[src/rtl/rx_packet_control_module.sv]
// -----------------------------------------------------------------------------
// rx_packet_control_module
//
// Packet-level controller for the UART receive path. Drives the Rx_module
// enable/done handshake and assembles received bytes into frames of the form
//   HEADER, LEN, LEN payload bytes, CSUM
// where CSUM = (LEN + sum of payload) mod 256. A good payload is held in an
// internal buffer (with receive backpressure) until the consumer acknowledges.
//
// Ports:
//   CLK            in   system clock
//   RSTn           in   asynchronous active-low reset
//   RX_Done_Sig    in   one-cycle byte-received pulse from Rx_module
//   RX_Data        in   received byte, valid with RX_Done_Sig
//   RX_En_Sig      out  enable to Rx_module (low one cycle after each byte,
//                       low throughout HOLD)
//   Pkt_Valid_Sig  out  a good packet is held in the buffer
//   Pkt_Len        out  payload length of the held packet
//   Rd_Addr        in   buffer read index
//   Rd_Data        out  buffer byte at Rd_Addr (combinational, 0 if out of range)
//   Pkt_Ack_Sig    in   one-cycle pulse releasing the held packet
//   Err_Sig        out  one-cycle error pulse
//   Err_Code       out  01 bad length, 10 bad checksum, 11 timeout (sticky)
// -----------------------------------------------------------------------------
module rx_packet_control_module #(
  parameter int         MAX_LEN = 8,
  parameter logic [7:0] HEADER  = 8'hAA,
  parameter int         TIMEOUT = 50000
) (
  input  logic       CLK,
  input  logic       RSTn,
  input  logic       RX_Done_Sig,
  input  logic [7:0] RX_Data,
  output logic       RX_En_Sig,
  output logic       Pkt_Valid_Sig,
  output logic [3:0] Pkt_Len,
  input  logic [3:0] Rd_Addr,
  output logic [7:0] Rd_Data,
  input  logic       Pkt_Ack_Sig,
  output logic       Err_Sig,
  output logic [1:0] Err_Code
);

  localparam int               CNT_W     = $clog2(TIMEOUT + 1);
  localparam logic [CNT_W-1:0] CNT_LAST  = CNT_W'(TIMEOUT - 1);
  localparam logic [7:0]       MAX_LEN_B = 8'(MAX_LEN);

  localparam logic [1:0] ERR_LEN     = 2'b01;
  localparam logic [1:0] ERR_CSUM    = 2'b10;
  localparam logic [1:0] ERR_TIMEOUT = 2'b11;

  typedef enum logic [2:0] {
    S_IDLE,
    S_LEN,
    S_PAYLOAD,
    S_CSUM,
    S_HOLD
  } state_t;

  state_t           state_q, state_d;
  logic             en_q, en_d;
  logic             err_q, err_d;
  logic [1:0]       code_q, code_d;
  logic [3:0]       len_q, len_d;
  logic [3:0]       idx_q, idx_d;
  logic [7:0]       acc_q, acc_d;
  logic [CNT_W-1:0] cnt_q, cnt_d;

  logic [MAX_LEN*8-1:0] buf_flat;

  logic done_s;
  logic timed_s;
  logic expire_s;
  logic len_ok_s;
  logic last_byte_s;
  logic buf_wr_s;

  // Done pulses are meaningless while the receiver is held off in HOLD.
  assign done_s      = RX_Done_Sig && (state_q != S_HOLD);
  assign timed_s     = (state_q == S_LEN) || (state_q == S_PAYLOAD) || (state_q == S_CSUM);
  // A Done on the expiry cycle wins over the timeout.
  assign expire_s    = timed_s && !done_s && (cnt_q == CNT_LAST);
  assign len_ok_s    = (RX_Data != 8'd0) && (RX_Data <= MAX_LEN_B);
  assign last_byte_s = (idx_q == (len_q - 4'd1));
  assign buf_wr_s    = done_s && (state_q == S_PAYLOAD);

  // ---------------------------------------------------------------------------
  // FSM: state register
  // ---------------------------------------------------------------------------
  always_ff @(posedge CLK or negedge RSTn) begin
    if (!RSTn) begin
      state_q <= S_IDLE;
      en_q    <= 1'b0;
      err_q   <= 1'b0;
      code_q  <= 2'b00;
    end else begin
      state_q <= state_d;
      en_q    <= en_d;
      err_q   <= err_d;
      code_q  <= code_d;
    end
  end

  // ---------------------------------------------------------------------------
  // FSM: next-state logic (including error reporting and handshake enable)
  // ---------------------------------------------------------------------------
  always_comb begin
    state_d = state_q;
    err_d   = 1'b0;
    code_d  = code_q;

    case (state_q)
      S_IDLE: begin
        if (done_s && (RX_Data == HEADER)) begin
          state_d = S_LEN;
        end
      end

      S_LEN: begin
        if (expire_s) begin
          state_d = S_IDLE;
          err_d   = 1'b1;
          code_d  = ERR_TIMEOUT;
        end else if (done_s) begin
          if (len_ok_s) begin
            state_d = S_PAYLOAD;
          end else begin
            state_d = S_IDLE;
            err_d   = 1'b1;
            code_d  = ERR_LEN;
          end
        end
      end

      S_PAYLOAD: begin
        if (expire_s) begin
          state_d = S_IDLE;
          err_d   = 1'b1;
          code_d  = ERR_TIMEOUT;
        end else if (done_s && last_byte_s) begin
          state_d = S_CSUM;
        end
      end

      S_CSUM: begin
        if (expire_s) begin
          state_d = S_IDLE;
          err_d   = 1'b1;
          code_d  = ERR_TIMEOUT;
        end else if (done_s) begin
          if (RX_Data == acc_q) begin
            state_d = S_HOLD;
          end else begin
            state_d = S_IDLE;
            err_d   = 1'b1;
            code_d  = ERR_CSUM;
          end
        end
      end

      S_HOLD: begin
        if (Pkt_Ack_Sig) begin
          state_d = S_IDLE;
        end
      end

      default: begin
        state_d = S_IDLE;
      end
    endcase

    // Enable drops for one cycle after every accepted byte and stays low
    // while a packet is held.
    en_d = !done_s && (state_d != S_HOLD);
  end

  // ---------------------------------------------------------------------------
  // FSM: outputs
  // ---------------------------------------------------------------------------
  always_comb begin
    RX_En_Sig     = en_q;
    Pkt_Valid_Sig = (state_q == S_HOLD);
    Pkt_Len       = len_q;
    Err_Sig       = err_q;
    Err_Code      = code_q;
  end

  // ---------------------------------------------------------------------------
  // Datapath: length, payload index, checksum accumulator, inter-byte timer
  // ---------------------------------------------------------------------------
  always_comb begin
    len_d = len_q;
    idx_d = idx_q;
    acc_d = acc_q;

    if (done_s && (state_q == S_LEN) && len_ok_s) begin
      len_d = RX_Data[3:0];
      acc_d = RX_Data;
      idx_d = 4'd0;
    end else if (buf_wr_s) begin
      acc_d = acc_q + RX_Data;
      idx_d = idx_q + 4'd1;
    end

    // Entering a timed state always happens on a Done, so clearing on Done
    // also covers the clear-on-entry rule. The counter saturates at the
    // expiry value rather than wrapping.
    if (done_s || !timed_s) begin
      cnt_d = '0;
    end else if (cnt_q == CNT_LAST) begin
      cnt_d = cnt_q;
    end else begin
      cnt_d = cnt_q + CNT_W'(1);
    end
  end

  always_ff @(posedge CLK or negedge RSTn) begin
    if (!RSTn) begin
      len_q <= 4'd0;
      idx_q <= 4'd0;
      acc_q <= 8'd0;
      cnt_q <= '0;
    end else begin
      len_q <= len_d;
      idx_q <= idx_d;
      acc_q <= acc_d;
      cnt_q <= cnt_d;
    end
  end

  // ---------------------------------------------------------------------------
  // Payload buffer: one register per entry so it can be cleared on reset and
  // read asynchronously.
  // ---------------------------------------------------------------------------
  generate
    for (genvar gi = 0; gi < MAX_LEN; gi++) begin : g_buf
      logic [7:0] byte_q;

      always_ff @(posedge CLK or negedge RSTn) begin
        if (!RSTn) begin
          byte_q <= 8'd0;
        end else if (buf_wr_s && (idx_q == 4'(gi))) begin
          byte_q <= RX_Data;
        end
      end

      assign buf_flat[gi*8 +: 8] = byte_q;
    end
  endgenerate

  // Out-of-range addresses match no entry and read as zero.
  always_comb begin
    Rd_Data = 8'd0;
    for (int i = 0; i < MAX_LEN; i++) begin
      if (Rd_Addr == 4'(i)) begin
        Rd_Data = buf_flat[i*8 +: 8];
      end
    end
  end

endmodule
[config.mk]
export PLATFORM = sky130hd
export DESIGN_NAME = rx_packet_control_module
export DESIGN_NICKNAME = d
export VERILOG_FILES = /design/src/rtl/rx_packet_control_module.sv
export SDC_FILE = /design/constraint.sdc
export NUM_CORES = 1
export LEC_CHECK = 0
export ABC_AREA = 1
export BUFFER_PORTS_ARGS = -buffer_cell sky130_fd_sc_hd__clkbuf_2
export CORE_MARGIN = 1.5
export CORE_UTILIZATION = 30
export DETAILED_ROUTE_END_ITERATION = 10
export SKIP_CTS_REPAIR_TIMING = 1
export SLEW_MARGIN = 20
export SYNTH_ARGS = -nofsm -noshare
export SYNTH_HDL_FRONTEND = slang
export SYNTH_SLANG_ARGS = --single-unit
[constraint.sdc]
create_clock -name CLK -period 3.95 [get_ports CLK]
set_input_delay 0.1975 -clock CLK [delete_from_list [all_inputs] [get_ports CLK]]
set_output_delay 0.1975 -clock CLK [all_outputs]
set_load 0.05 [all_outputs]
==> results <==
- The run finished, with violations left.
- The final reports fail on DRC, hold timing.
- The class of the tightest hold or removal check is in2async.
- The final hold slack is -0.0528 ns.
- The cell count after synthesis came out at 691.
- The first global-routing pass estimated 22700 µm of wire.
- The core region is 0.0181 mm².
- The mapped netlist covers 0.00556 mm².
- Once placement completed, the tool counted placed cells totaling 936.
- The setup total negative slack is 0 ns.
- The worst setup path startpoint is state_q[2]$_DFF_PN0_.
- Power spread over the standard cell area amounts to 392 mW/mm².
- The primary flip-flop cell chosen by synthesis mapping is sky130_fd_sc_hd__dfrtp_1.
- Entering global routing, the biggest net connects 66 pins.
- Of the available clock period, the critical path in the final layout requires 51.1%.
- The number of distinct library cell variants in the gate-level netlist after synthesis is 35.
- The CTS tree is yes.
- The leakage power of the design is 2.88 nW.
- After the first detailed-routing iteration, the DRC count stood at 311.
- The classification of the worst setup path is reg2reg.
- For this run, the top clock speed supported by timing is 495 MHz.
- The first detailed-routing pass took 8 iterations.
- The placed wire-length estimate after detailed placement is 9520 µm.
- The later-pin clock latency in the skew report is 0.35 ns.
- Dividing the detail-routed via count by the number of cells gives 4.84.
- The post-route minimum period is 2.02 ns.
- Leaving out filler cells and counting taps, the final layout contains 952.
- The number of max-cap violations is 0.
- From synthesis to final layout, the design area changed by 11.2%.
- The number of clock sinks seen by CTS is 103.
- Once placement finished, the instance area stood at 0.00588 mm².
- The area fraction of the dominant cell type after synthesis is 46.4%.
- The worst setup path is captured at a flip-flop.
- The number of failing hold endpoints at the final stage is 63.
- The worst max-slew margin expressed relative to the limit is 42.8%.
- The floorplan step set the die width to 139 µm.
- The number of pins exceeding their max-slew limit in the final report is 0.
- In this run the tool buffered the top-level ports with 32 buffer cells.
- The floorplan step defined a die boundary enclosing 0.0194 mm².
- The clock passes through at most 2 buffers.
- Setup repair after global routing left no endpoint under its margin.
- When the netlist entered floorplanning its net count stood at 721.
- Global routing finished with a remaining overflow of 0.
- For this run, the number of Yosys warnings is 0.
- The finished layout cell area is 0.00618 mm².
- Of all nets on the critical path, the largest fanout is 12.
- The sum of routed wire length over all layers is 13400 µm.
- The floorplan step set the die height to 139 µm.
- The initial utilization of the core area, before any placement, comes to 30.7%.
- For the pin with the worst max-slew slack, the measured transition is 0.858 ns.
- The number of global-route vias before repair is 4363.
- The largest total area in the synthesized netlist belongs to sky130_fd_sc_hd__dfrtp_1.
- The average footprint of a synthesized cell is 8.04 µm².
- The average wire per cell in the routed design is 14.1 µm.
- The initial antenna violation count is 0.
- The clock root buffer master is sky130_fd_sc_hd__clkbuf_16.
- Of the synthesized area, sequential elements account for 46.4%.
- The initialized floorplan defines 49 standard-cell rows.
- Setup violations remaining at the end of the flow were counted as 0.
- The number of buffers created by CTS is 9.
- The overall fraction of global-route tracks in use is 14.5%.
- The synthesized design contains 0 enable-type register cells.
- In the synthesized netlist the async set-or-reset flop fraction comes to 100%.
- Once detail routing completed, the nets flagged for antenna violations numbered 0.
- Clock-pin slew was measured on the worst setup and hold paths at 0.07 ns.
- The H-tree was split into 3 levels.
- The number of diodes is 0.
- Cells with a size suffix above 1 make up 11.3% of the layout.
- The synthesized design contains 103 register bits.
- After the last flow step, the layout net total stands at 748.
- The worst IR drop on VDD is 217 µV.
- The congestion estimate from routability-driven global placement came to 0.803.
- The required time of the critical path is 4.22 ns.
- The worst setup path is launched from a flip-flop.
- For this design the top-level I/O count stands at 33.
- The setup skew after layout is 0.00580 ns.
- Ranked by total cell area, the synthesized netlist is headed by sky130_fd_sc_hd__dfrtp_1 (46%), sky130_fd_sc_hd__nand2_1 (12%), sky130_fd_sc_hd__nand3_1 (7.2%).
- The routed via count is 4603.
- The arrival time of the worst setup path is 2.29 ns.
- The count of unresolved DRC violations after routing is 3.
- The source of the worst register-to-register timing path is state_q[2]$_DFF_PN0_.
==> per-layer routing <==
layer  track usage [%]  vias to the layer above  share of wire (%)
met4              3.36                        0               0.88
li1                  -                     2323                  -
met3              3.31                       13                4.9
met1              20.8                     2174                 49
met2              22.2                       93                 45
met5                 0                        -                  0
==> layout by cell type, fill, tap and decap left out, types with 14 or more instances in the layout <==
| cell | instances |
|---|---|
| sky130_fd_sc_hd__dfrtp_1 | 103 |
| sky130_fd_sc_hd__o21ai_1 | 55 |
| sky130_fd_sc_hd__nand4_1 | 22 |
| sky130_fd_sc_hd__nand2_1 | 176 |
| sky130_fd_sc_hd__inv_1 | 68 |
| sky130_fd_sc_hd__nor2_1 | 63 |
| sky130_fd_sc_hd__o21ai_0 | 17 |
| sky130_fd_sc_hd__nor3_1 | 14 |
| sky130_fd_sc_hd__clkbuf_2 | 31 |
| sky130_fd_sc_hd__nand3_1 | 80 |
==> cell usage after synthesis (3+ instances only) <==
library cell,count
sky130_fd_sc_hd__nand3_1,80
sky130_fd_sc_hd__buf_6,8
sky130_fd_sc_hd__nand4_1,22
sky130_fd_sc_hd__nor2_4,4
sky130_fd_sc_hd__ha_1,13
sky130_fd_sc_hd__dfrtp_1,103
sky130_fd_sc_hd__o21ai_2,9
sky130_fd_sc_hd__o21ai_0,17
sky130_fd_sc_hd__nand2_1,176
sky130_fd_sc_hd__nand2_4,3
sky130_fd_sc_hd__a21oi_1,9
sky130_fd_sc_hd__o21ai_1,55
sky130_fd_sc_hd__xor2_1,6
sky130_fd_sc_hd__buf_2,6
sky130_fd_sc_hd__xnor2_1,5
sky130_fd_sc_hd__nor3_1,14
sky130_fd_sc_hd__inv_1,68
sky130_fd_sc_hd__nand3_4,6
sky130_fd_sc_hd__clkbuf_1,4
sky130_fd_sc_hd__nor2_1,63
==> path summary, 6_finish.rpt <==
| kind | endpoint | slack [ns] | cells past startpoint |
|---|---|---|---|
| worst max-delay path | Pkt_Len[0]$_DFFE_PN0P_ | 1.93 | 7 |
| worst min-delay path | g_buf[3].byte_q[5]$_DFFE_PN0P_ | -0.05 | 1 |
| worst max register to register | Pkt_Len[0]$_DFFE_PN0P_ | 1.93 | 7 |
| worst min register to register | g_buf[4].byte_q[4]$_DFFE_PN0P_ | 0.49 | 2 |
| max in group asynchronous | g_buf[5].byte_q[7]$_DFFE_PN0P_ | 3.15 | 2 |
| min in group CLK | state_q[2]$_DFF_PN0_ | 0.12 | 4 |
==> where the power goes <==
| part | switching (mW) | internal [mW] |
|---|---|---|
| registers | 0.0464 | 1.11 |
| clock network | 0.399 | 0.509 |
| logic | 0.246 | 0.115 |
| total | 0.691 | 1.73 |
==> sequential cells by signal, summed over array words and instances (netlist names) <==
register / count
state_q: 3
Err_Sig: 1
Err_Code: 2
Pkt_Len: 4
idx_q: 4
g_buf.byte_q: 64
acc_q: 8
RX_En_Sig: 1
cnt_q: 16
==> critical path: stages, from the launching register on <==
cell and delay, ns:
sky130_fd_sc_hd__dfrtp_1 0.41, sky130_fd_sc_hd__inv_2 0.13, sky130_fd_sc_hd__nand2_1 0.10, sky130_fd_sc_hd__nor3_1 0.16
sky130_fd_sc_hd__nand4_1 0.47, sky130_fd_sc_hd__inv_1 0.42, sky130_fd_sc_hd__nand2_1 0.15, sky130_fd_sc_hd__o21ai_0 0.10
==> kinds of logic after synthesis <==
logic type	count (synthesis)	synth area share [%]
and+or+nand+nor	376	31.4
DFF	103	46.4
AOI/OAI and AO/OA	97	9.63
buffers and inverters	90	7.63
adders and majority gates	14	3.29
xor gates and xnor gates	11	1.73
==> layout make-up <==
cell class	count	area [µm²]
multi-input cells	498	2560
clock inverters	5	56.3
flip-flops and latches	103	2580
well taps	229	287
fillers	1855	11900
inverters	71	274
repair buffers	35	185
clock buffers	11	243
==> per-stage QoR <==
step	power (mW)	setup WS, ns	hold slack (ns)	utilization, %
after floorplan	1.43	2.12	-0.0981	-
after global routing	2.54	1.75	0.0278	34.2
after detailed placement	1.54	1.81	0.376	32.5
final	2.42	1.93	-0.0528	34.2
after CTS	2.45	1.92	-0.00403	34.2
after global placement	1.53	1.77	0.369	32.5
Note: power is estimated with default switching activity, not from simulation.
